`src/rtl/multicycle_controller_if.sv`:
```
// Controller <-> datapath/memory bundle for multicycle_controller.
// The master side is the controller; the slave side is the datapath, memory and debug observer.
interface multicycle_controller_if #(
  parameter int CNT_W = 32
) ();
  logic [6:0]       Op;
  logic             Zero;
  logic             mem_ready;
  logic             mem_req;
  logic             PCWrite;
  logic             IRWrite;
  logic             MemWrite;
  logic             RegWrite;
  logic             AdrSrc;
  logic [1:0]       ALUSrcA;
  logic [1:0]       ALUSrcB;
  logic [1:0]       ALUOp;
  logic [1:0]       ResultSrc;
  logic [1:0]       ImmSrc;
  logic             bus_err;
  logic             trap;
  logic [3:0]       state;
  logic [CNT_W-1:0] instret;

  modport master (
    input  Op, Zero, mem_ready,
    output mem_req, PCWrite, IRWrite, MemWrite, RegWrite, AdrSrc,
           ALUSrcA, ALUSrcB, ALUOp, ResultSrc, ImmSrc,
           bus_err, trap, state, instret
  );

  modport slave (
    output Op, Zero, mem_ready,
    input  mem_req, PCWrite, IRWrite, MemWrite, RegWrite, AdrSrc,
           ALUSrcA, ALUSrcB, ALUOp, ResultSrc, ImmSrc,
           bus_err, trap, state, instret
  );
endinterface

```
`src/rtl/multicycle_controller.sv`:
```
// Multicycle RISC-V control FSM with bounded-wait memory handshake and retired-instruction counter.
// Define ILLEGAL_OP_TRAP_EN to make illegal opcodes park the FSM in a sticky TRAP state.
module multicycle_controller #(
  parameter int TIMEOUT = 15,
  parameter int CNT_W   = 32
) (
  input  logic                  clk,
  input  logic                  rst_n,
  multicycle_controller_if.master bus
);

  typedef enum logic [3:0] {
    S_FETCH    = 4'd0,
    S_DECODE   = 4'd1,
    S_MEMADR   = 4'd2,
    S_MEMREAD  = 4'd3,
    S_MEMWB    = 4'd4,
    S_MEMWRITE = 4'd5,
    S_EXECR    = 4'd6,
    S_EXECI    = 4'd7,
    S_ALUWB    = 4'd8,
    S_BEQ      = 4'd9,
    S_JAL      = 4'd10,
    S_TRAP     = 4'd11
  } state_t;

  localparam logic [6:0] OP_LW  = 7'b0000011;
  localparam logic [6:0] OP_SW  = 7'b0100011;
  localparam logic [6:0] OP_R   = 7'b0110011;
  localparam logic [6:0] OP_I   = 7'b0010011;
  localparam logic [6:0] OP_BEQ = 7'b1100011;
  localparam logic [6:0] OP_JAL = 7'b1101111;

  localparam int                WAIT_W     = (TIMEOUT < 1) ? 1 : $clog2(TIMEOUT + 1);
  localparam logic [WAIT_W-1:0] WAIT_LIMIT = WAIT_W'(TIMEOUT);

`ifdef ILLEGAL_OP_TRAP_EN
  localparam state_t ILLEGAL_NEXT = S_TRAP;
`else
  localparam state_t ILLEGAL_NEXT = S_FETCH;
`endif

  state_t            state_q, state_d;
  logic [WAIT_W-1:0] wait_q, wait_d;
  logic [CNT_W-1:0]  instret_q, instret_d;

  logic mem_state;
  logic timeout;
  logic retire;

  logic       mem_req, adr_src, mem_write, reg_write, ir_write;
  logic       pc_update, branch;
  logic [1:0] alu_src_a, alu_src_b, alu_op, result_src, imm_src;

  assign mem_state = (state_q == S_FETCH) || (state_q == S_MEMREAD) || (state_q == S_MEMWRITE);
  // A same-cycle mem_ready always wins over the timeout.
  assign timeout   = (TIMEOUT != 0) && mem_state && !bus.mem_ready && (wait_q == WAIT_LIMIT);

  always_comb begin
    state_d = state_q;
    retire  = 1'b0;
    case (state_q)
      S_FETCH:    if (bus.mem_ready) state_d = S_DECODE;
      S_DECODE: begin
        case (bus.Op)
          OP_LW, OP_SW: state_d = S_MEMADR;
          OP_R:         state_d = S_EXECR;
          OP_I:         state_d = S_EXECI;
          OP_BEQ:       state_d = S_BEQ;
          OP_JAL:       state_d = S_JAL;
          default:      state_d = ILLEGAL_NEXT;
        endcase
      end
      S_MEMADR:   state_d = (bus.Op == OP_LW) ? S_MEMREAD : S_MEMWRITE;
      S_MEMREAD:  if (bus.mem_ready) state_d = S_MEMWB;
      S_MEMWRITE: begin
        if (bus.mem_ready) begin
          state_d = S_FETCH;
          retire  = 1'b1;
        end
      end
      S_EXECR, S_EXECI, S_JAL: state_d = S_ALUWB;
      S_MEMWB, S_ALUWB, S_BEQ: begin
        state_d = S_FETCH;
        retire  = 1'b1;
      end
      S_TRAP:     state_d = S_TRAP;
      default:    state_d = S_FETCH;
    endcase

    if (timeout) state_d = S_FETCH;
  end

  // The wait counter restarts whenever a (possibly re-entered) state begins.
  always_comb begin
    wait_d = wait_q;
    if ((state_d != state_q) || timeout) begin
      wait_d = '0;
    end else if (mem_state && !bus.mem_ready) begin
      wait_d = wait_q + WAIT_W'(1);
    end
  end

  assign instret_d = retire ? (instret_q + CNT_W'(1)) : instret_q;

  always_ff @(posedge clk or negedge rst_n) begin
    if (!rst_n) begin
      state_q   <= S_FETCH;
      wait_q    <= '0;
      instret_q <= '0;
    end else begin
      state_q   <= state_d;
      wait_q    <= wait_d;
      instret_q <= instret_d;
    end
  end

  always_comb begin
    mem_req    = 1'b0;
    adr_src    = 1'b0;
    mem_write  = 1'b0;
    reg_write  = 1'b0;
    ir_write   = 1'b0;
    pc_update  = 1'b0;
    branch     = 1'b0;
    alu_src_a  = 2'b00;
    alu_src_b  = 2'b00;
    alu_op     = 2'b00;
    result_src = 2'b00;
    case (state_q)
      S_FETCH: begin
        mem_req    = 1'b1;
        alu_src_b  = 2'b10;
        result_src = 2'b10;
        // Gated by rst_n so no enable fires while reset is held.
        ir_write   = bus.mem_ready & rst_n;
        pc_update  = bus.mem_ready & rst_n;
      end
      S_DECODE: begin
        alu_src_a = 2'b01;
        alu_src_b = 2'b01;
      end
      S_MEMADR: begin
        alu_src_a = 2'b10;
        alu_src_b = 2'b01;
      end
      S_MEMREAD: begin
        mem_req = 1'b1;
        adr_src = 1'b1;
      end
      S_MEMWB: begin
        result_src = 2'b01;
        reg_write  = 1'b1;
      end
      S_MEMWRITE: begin
        mem_req   = 1'b1;
        adr_src   = 1'b1;
        mem_write = 1'b1;
      end
      S_EXECR: begin
        alu_src_a = 2'b10;
        alu_op    = 2'b10;
      end
      S_EXECI: begin
        alu_src_a = 2'b10;
        alu_src_b = 2'b01;
        alu_op    = 2'b10;
      end
      S_ALUWB:    reg_write = 1'b1;
      S_BEQ: begin
        alu_src_a = 2'b10;
        alu_op    = 2'b01;
        branch    = 1'b1;
      end
      S_JAL: begin
        alu_src_a = 2'b01;
        alu_src_b = 2'b10;
        pc_update = 1'b1;
      end
      default: ;
    endcase
  end

  always_comb begin
    case (bus.Op)
      OP_SW:   imm_src = 2'b01;
      OP_BEQ:  imm_src = 2'b10;
      OP_JAL:  imm_src = 2'b11;
      default: imm_src = 2'b00;
    endcase
  end

  assign bus.mem_req   = mem_req;
  assign bus.AdrSrc    = adr_src;
  assign bus.MemWrite  = mem_write;
  assign bus.RegWrite  = reg_write;
  assign bus.IRWrite   = ir_write;
  assign bus.PCWrite   = pc_update | (branch & bus.Zero);
  assign bus.ALUSrcA   = alu_src_a;
  assign bus.ALUSrcB   = alu_src_b;
  assign bus.ALUOp     = alu_op;
  assign bus.ResultSrc = result_src;
  assign bus.ImmSrc    = imm_src;
  assign bus.bus_err   = timeout & rst_n;
  assign bus.state     = state_q;
  assign bus.instret   = instret_q;

`ifdef ILLEGAL_OP_TRAP_EN
  assign bus.trap = (state_q == S_TRAP);
`else
  assign bus.trap = 1'b0;
`endif

endmodule

```
`src/flat_wrapper.sv`:
```
// flat-port wrapper written by rule: the top's interface ports become plain ports
module multicycle_controller_flat 
#(
  parameter int TIMEOUT = 15,
  parameter int CNT_W   = 32
)
  (clk, rst_n, bus_Op, bus_Zero, bus_mem_ready, bus_mem_req, bus_PCWrite, bus_IRWrite, bus_MemWrite, bus_RegWrite, bus_AdrSrc, bus_ALUSrcA, bus_ALUSrcB, bus_ALUOp, bus_ResultSrc, bus_ImmSrc, bus_bus_err, bus_trap, bus_state, bus_instret);
  multicycle_controller_if #(.CNT_W(CNT_W)) bus_i ();
  input  logic clk;
  input  logic rst_n;
  input wire logic [$bits(bus_i.Op)-1:0] bus_Op;
  input wire logic [$bits(bus_i.Zero)-1:0] bus_Zero;
  input wire logic [$bits(bus_i.mem_ready)-1:0] bus_mem_ready;
  output wire logic [$bits(bus_i.mem_req)-1:0] bus_mem_req;
  output wire logic [$bits(bus_i.PCWrite)-1:0] bus_PCWrite;
  output wire logic [$bits(bus_i.IRWrite)-1:0] bus_IRWrite;
  output wire logic [$bits(bus_i.MemWrite)-1:0] bus_MemWrite;
  output wire logic [$bits(bus_i.RegWrite)-1:0] bus_RegWrite;
  output wire logic [$bits(bus_i.AdrSrc)-1:0] bus_AdrSrc;
  output wire logic [$bits(bus_i.ALUSrcA)-1:0] bus_ALUSrcA;
  output wire logic [$bits(bus_i.ALUSrcB)-1:0] bus_ALUSrcB;
  output wire logic [$bits(bus_i.ALUOp)-1:0] bus_ALUOp;
  output wire logic [$bits(bus_i.ResultSrc)-1:0] bus_ResultSrc;
  output wire logic [$bits(bus_i.ImmSrc)-1:0] bus_ImmSrc;
  output wire logic [$bits(bus_i.bus_err)-1:0] bus_bus_err;
  output wire logic [$bits(bus_i.trap)-1:0] bus_trap;
  output wire logic [$bits(bus_i.state)-1:0] bus_state;
  output wire logic [$bits(bus_i.instret)-1:0] bus_instret;
  assign bus_i.Op = bus_Op;
  assign bus_i.Zero = bus_Zero;
  assign bus_i.mem_ready = bus_mem_ready;
  assign bus_mem_req = bus_i.mem_req;
  assign bus_PCWrite = bus_i.PCWrite;
  assign bus_IRWrite = bus_i.IRWrite;
  assign bus_MemWrite = bus_i.MemWrite;
  assign bus_RegWrite = bus_i.RegWrite;
  assign bus_AdrSrc = bus_i.AdrSrc;
  assign bus_ALUSrcA = bus_i.ALUSrcA;
  assign bus_ALUSrcB = bus_i.ALUSrcB;
  assign bus_ALUOp = bus_i.ALUOp;
  assign bus_ResultSrc = bus_i.ResultSrc;
  assign bus_ImmSrc = bus_i.ImmSrc;
  assign bus_bus_err = bus_i.bus_err;
  assign bus_trap = bus_i.trap;
  assign bus_state = bus_i.state;
  assign bus_instret = bus_i.instret;
  multicycle_controller #(.TIMEOUT(TIMEOUT), .CNT_W(CNT_W)) u_core (.clk(clk), .rst_n(rst_n), .bus(bus_i));
endmodule
```
`config.mk`:
```
export PLATFORM = sky130hd
export DESIGN_NAME = multicycle_controller_flat
export DESIGN_NICKNAME = d
export VERILOG_FILES = /design/src/rtl/multicycle_controller_if.sv /design/src/rtl/multicycle_controller.sv /design/src/flat_wrapper.sv
export SDC_FILE = /design/constraint.sdc
export NUM_CORES = 1
export LEC_CHECK = 0
export ABC_CLOCK_PERIOD_IN_PS = 2900
export CAP_MARGIN = 5
export CELL_PAD_IN_SITES_DETAIL_PLACEMENT = 0
export CELL_PAD_IN_SITES_GLOBAL_PLACEMENT = 2
export CORE_MARGIN = 2
export CORE_UTILIZATION = 29
export CTS_CLUSTER_SIZE = 8
export DETAILED_ROUTE_END_ITERATION = 10
export GPL_ROUTABILITY_DRIVEN = 0
export PLACE_DENSITY_LB_ADDON = 0.1
export SETUP_SLACK_MARGIN = 0.05
export SYNTH_ARGS = -nofsm -noshare
export SYNTH_HDL_FRONTEND = slang
export SYNTH_SLANG_ARGS = --single-unit
```
`constraint.sdc`:
```
create_clock -name clk -period 2.9 [get_ports clk]
set_clock_uncertainty 0.15 [all_clocks]
set_input_delay 0.58 -clock clk [delete_from_list [all_inputs] [get_ports clk]]
set_output_delay 0.58 -clock clk [all_outputs]
set_load 0.05 [all_outputs]
```
## Yosys cells after proc, flatten, opt, wreduce, memory -nomap -nowiden

Index checks and enable logic that the tools add are counted.

| storage, ports and cells | value |
|---|---|
| input port bits | 11 |
| output and inout port bits | 54 |
| bits in read-only memories | 0 |
| latch bits | 0 |
| memories kept | 0 |
| register bits | 40 |
| bits in writable memories | 0 |

| cells by class | value |
|---|---|
| bitwise logic cells | 4 |
| divide/modulo/power cells | 0 |
| reduce and logical (&&, ||, !) cells | 19 |
| equal/unequal tests | 19 |
| $lt $le $gt $ge | 0 |
| multiply operators | 0 |
| shifts and indexed selects | 0 |
| mux-type cells | 23 |
| $add $sub $neg | 2 |

Operators by type and width:

| operator | number |
|---|---|
| adder 32 x 1 -> 32 bit (second input constant) | 1 |
| case mux 4 bit (7 select lines) | 1 |
| 2-to-1 mux 4 bit | 6 |
| == test 4 bit (second input constant) | 5 |
| case mux 4 bit (5 select lines) | 1 |
| == test 4 x 3 -> 1 bit (second input constant) | 4 |
| case mux 2 bit (2 select lines) | 4 |
| == test 7 x 6 -> 1 bit (second input constant) | 2 |
| == test 7 bit (second input constant) | 2 |
| OR reduction 2 bit | 6 |
| OR reduction 3 bit | 4 |
| == test 4 x 2 -> 1 bit (second input constant) | 2 |
| == test 7 x 2 -> 1 bit (second input constant) | 1 |
| == test 7 x 5 -> 1 bit (second input constant) | 1 |
| 2-to-1 mux 1 bit | 7 |
| case mux 2 bit (3 select lines) | 1 |
| adder 4 x 1 -> 4 bit (second input constant) | 1 |
| == test 4 x 1 -> 1 bit (second input constant) | 1 |
| logical NOT 4 bit | 1 |
| != test 4 bit | 1 |
| case mux 1 bit (2 select lines) | 2 |
| OR reduction 4 bit | 1 |
| AND 1 bit | 3 |
| logical OR 1 bit | 3 |
| 5 further kinds | 6 |

## Longest topological paths before layout

| logic depth | value |
|---|---|
| depth in word-level cells | 9 |
| gate-level depth with buffers | 8 |

## Worst setup path after synthesis

OpenSTA, ideal clock, no wires.

| path | value |
|---|---|
| kind | register to output |
| from | register u_core.state_q[1], in the netlist u_core.bus.state[1] |
| to | output bus_PCWrite |
| stages on the path, launching flop included | 6 |
| path buffers | 2 |
| setup slack | -1705 ps |
| arrival | 3875 ps |
| cells stage by stage | dfrtp_1 buf_2 buf_1 nor4_1 and3_1 o21bai_1 |

| between the ends | value |
|---|---|
| longest elaborated chain between the ends | 4 |
| elaborated cells between the ends (all ways) | 7 |

Ends and longest elaborated chain:

| element | RTL line | text |
|---|---|---|
| start, declared | multicycle_controller.sv:43 | `state_t state_q, state_d;` |
| start signal, assigned | multicycle_controller.sv:112 | `state_q <= state_d;` |
| == test 4 bit | multicycle_controller.sv:130 | `case (state_q)` |
| 2-to-1 mux 1 bit | multicycle_controller.sv:130 |  |
| AND 1 bit | multicycle_controller.sv:198 | `assign bus.PCWrite = pc_update \| (branch & bus.Zero);` |
| OR 1 bit (*) | multicycle_controller.sv:198 |  |
| end, declared | flat_wrapper.sv:15 | `output wire logic [$bits(bus_i.PCWrite)-1:0] bus_PCWrite;` |

Every way passes the cells marked *; elsewhere a longest branch is shown, timed or not.

## Final worst setup path

| path | value |
|---|---|
| from | register u_core.state_q[2], in the netlist u_core.bus.state[2] |
| to | output bus_bus_err |

| between the ends | value |
|---|---|
| longest elaborated chain between the ends | 6 |
| elaborated cells between the ends (all ways) | 8 |

Ends and longest elaborated chain:

| element | RTL line | text |
|---|---|---|
| == test 4 x 2 -> 1 bit or logical NOT 4 bit (tied branches) | multicycle_controller.sv:55 | `assign mem_state = (state_q == S_FETCH) \|\| (state_q == S_MEMREAD) \|\| (state_q == S_MEMWRITE);` |
| logical OR 1 bit | multicycle_controller.sv:55 |  |
| logical OR 1 bit (*) | multicycle_controller.sv:55 |  |
| logical AND 1 bit (*) (2 in series) | multicycle_controller.sv:57 | `assign timeout = (TIMEOUT != 0) && mem_state && !bus.mem_ready && (wait_q == WAIT_LIMIT);` |
| AND 1 bit (*) | multicycle_controller.sv:204 | `assign bus.bus_err = timeout & rst_n;` |
| end, declared | flat_wrapper.sv:25 | `output wire logic [$bits(bus_i.bus_err)-1:0] bus_bus_err;` |

Marked as above.

==> flow_summary.yaml <==
status:
  status: "finished, final reports clean"
layout:
  final_cells: 409
  antenna_cells: 0
  drive_gt1_frac: 0.192
  fin_nets: 320
  fillers: 743
  final_util: 0.427
  area_delta_synth_final_pct: 43.3
timing:
  period_needed_ns: 2.79
  drv_slew: 0
  rsz0062_at_grt: "false"
  worst_pin_slew_ns: 0.485
  min_period_over_period: 0.963
  max_clock_freq_ghz: 0.358
  final_hold_viol_count: 0
  relSlewSlack: 0.668
  setup_viol_count_final: 0
logic_synthesis:
  synth_cell_type_count: 54
  yosysWarnings: 0
  synth_largest_area_cell: "dfrtp_1"
  post-synth-top-count-cell: "dfrtp_1"
  seq_area_frac_synth: 0.435
  syn_nets: 248
  ys_async_sr_fraction: 1.00
  synthesis.area_mm2: 0.00230
  syn_avg_cell_area_um2: 9.80
  ys_ff_latch: 40
  synth.top_cells.by_count: "40 x dfrtp_1, 24 x xnor2_1, 19 x nand2_1, 15 x nor2_1, 14 x nand3_1"
  synth_edf_count: 0
  synth_ff_type: "dfrtp_1"
  synth_top_area_frac: 0.435
  synthTopCellsByArea: "dfrtp_1 43%, xnor2_1 9.1%, xor2_1 4.2%, nand2_1 3.1%, nand3_1 3.0%"
  synth_cells: 235
placement:
  place_inst: 402
  hpwl_um: 4290
  portBuffers: 63
drt:
  wl_per_cell_um: 13.9
  highest_layer: "met4"
  routed_wl_um: 5670
  viasPerCell: 4.74
  vias: 1940
  met1Wirelength_um: 2890
  ant_nets: 0
  wl_met2_um: 2490
  dr_wl_met3_um: 216
  drtIter0Drc: 73
  drtPass1Iterations: 4
  drc: 0
grt:
  grt_pass1_wl_um: 9390
  overflow: 0
  grtUsageTotal: 0.135
  antenna_found_initial: 0
  grt_max_degree: 41
  first_global_vias: 1870
critical_path:
  critical_path_required_ns: 2.17
  cp_max_fo: 8
  critPathLaunchType: "flop"
  cp-end-kind: "primary output"
  arrival_ns: 2.06
  critical_path_class: "reg -> out"
clock_tree:
  cts_buffer_depth: 2
  h-tree-depth: 2
  clk_pin_slew_worst_paths_ns: 0.08
  post-cts-setup-buffer-count: 0
  cts_hold_buf: 0
  clock_sinks: 40
  root_buffer: "clkbuf_8"
  cts_tree: "yes"
  clk_latency_ns: 0.29
  cts_resized: 1
  cts_buffers: 5
floorplanning:
  start_util: 0.298
  die_w_um: 93.1
  row_count: 32
  pin_count: 65
  die-area_mm2: 0.00867
  fp.dieH_um: 93.1
  core-area_mm2: 0.00773
power:
  power_density_mw_per_mm2: 469
  p_leak_nw: 1.45
  total_power_w: 0.00155
  ir_worst_vdd_mv: 0.269
job:
  maxCapViolCount: 0
hold_path:
  hp-class: "in -> async"
## placed cells by master, fill, tap and decap left out, drive strengths merged, types with 6 or more instances in the layout
| master | netlist | routed |
|---|---|---|
| a21oi | 7 | 7 |
| and3 | 6 | 6 |
| buf | 10 | 31 |
| clkdlybuf4s50 | 0 | 45 |
| dfrtp | 40 | 40 |
| nand2 | 19 | 19 |
| nand3 | 14 | 14 |
| nand4 | 8 | 8 |
| nor2 | 15 | 15 |
| nor3 | 12 | 12 |
| xnor2 | 25 | 25 |
| xor2 | 11 | 11 |
## flip-flops by register name, summed over array words and instances, names as in the netlist
register and cells:
u_core.bus.state 4, u_core.bus.instret 32, u_core.wait_q 4
## path summary, 6_finish.rpt
check | from | endpoint | slack, ns | cells after the start
worst max-delay path | u_core.bus.state[2] | bus_bus_err | 0.11 | 5
worst min-delay path | rst_n | u_core.bus.instret[0] | 0.27 | 2
worst max register to register | u_core.bus.state[0] | u_core.wait_q[3] | 0.54 | 7
worst min register to register | u_core.bus.instret[31] | u_core.bus.instret[31] | 0.32 | 1
max in group asynchronous | rst_n | u_core.bus.state[1] | 1.94 | 2
min in group clk | u_core.bus.instret[31] | u_core.bus.instret[31] | 0.32 | 1
## power breakdown
part	switching [W]	leakage [nW]	internal (W)
clock network	0.000192	0.0642	0.000339
logic	0.000239	0.838	0.000150
registers	0.0000381	0.543	0.000588
total	0.000470	1.45	0.00108
## metrics by stage
stage | worst slack (ns) | hold WS, ns | setup TNS [ns] | cell area, um^2
floorplan | -0.209 | 0.134 | -0.229 | 2340
global placement | -0.0681 | 0.308 | -0.0681 | 3170
detailed placement | -0.0604 | 0.314 | -0.0604 | 3170
CTS | 0.0621 | 0.291 | 0 | 3300
global route | 0.0500 | 0.320 | 0 | 3300
finish | 0.109 | 0.267 | 0 | 3300
## metal layers
layer | GRT usage | vias to the layer above
met2 | 0.199 | 39
met3 | 0.0290 | 7
met4 | 0.0368 | 0
li1 | - | 968
met1 | 0.200 | 926
met5 | 0 | -
## logic make-up (layout without fill, tap and decap cells)
| kind of cell | Yosys count | count (layout) | share of synthesized area |
|---|---|---|---|
| buffers and inverters | 17 | 89 | 0.0370 |
| and+or+nand+nor | 110 | 110 | 0.278 |
| muxes | 4 | 4 | 0.0196 |
| xor gates and xnor gates | 36 | 36 | 0.140 |
| DFF | 40 | 40 | 0.435 |
| adders and majority gates | 2 | 2 | 0.0109 |
| other | 1 | 1 | 0.00163 |
| AOI/OAI and AO/OA | 25 | 25 | 0.0783 |
## final cells by class
class                   instances  area [um^2]  share of cell area
multi-input cells             178         1260               0.381
flip-flops and latches         40         1000               0.304
repair buffers                 77          764               0.232
well taps                     102          128              0.0387
clock buffers                   5         68.8              0.0209
clock inverters                 2         60.1              0.0182
inverters                       5         18.8             0.00569
## worst max-delay path, stage by stage (launching register included)
cell and delay [ns]:
dfrtp_2 0.47, or4_4 0.54, o22ai_4 0.17, and4_4 0.26, and2_2 0.19, buf_12 0.14
Note: power is estimated with default switching activity, not from simulation.
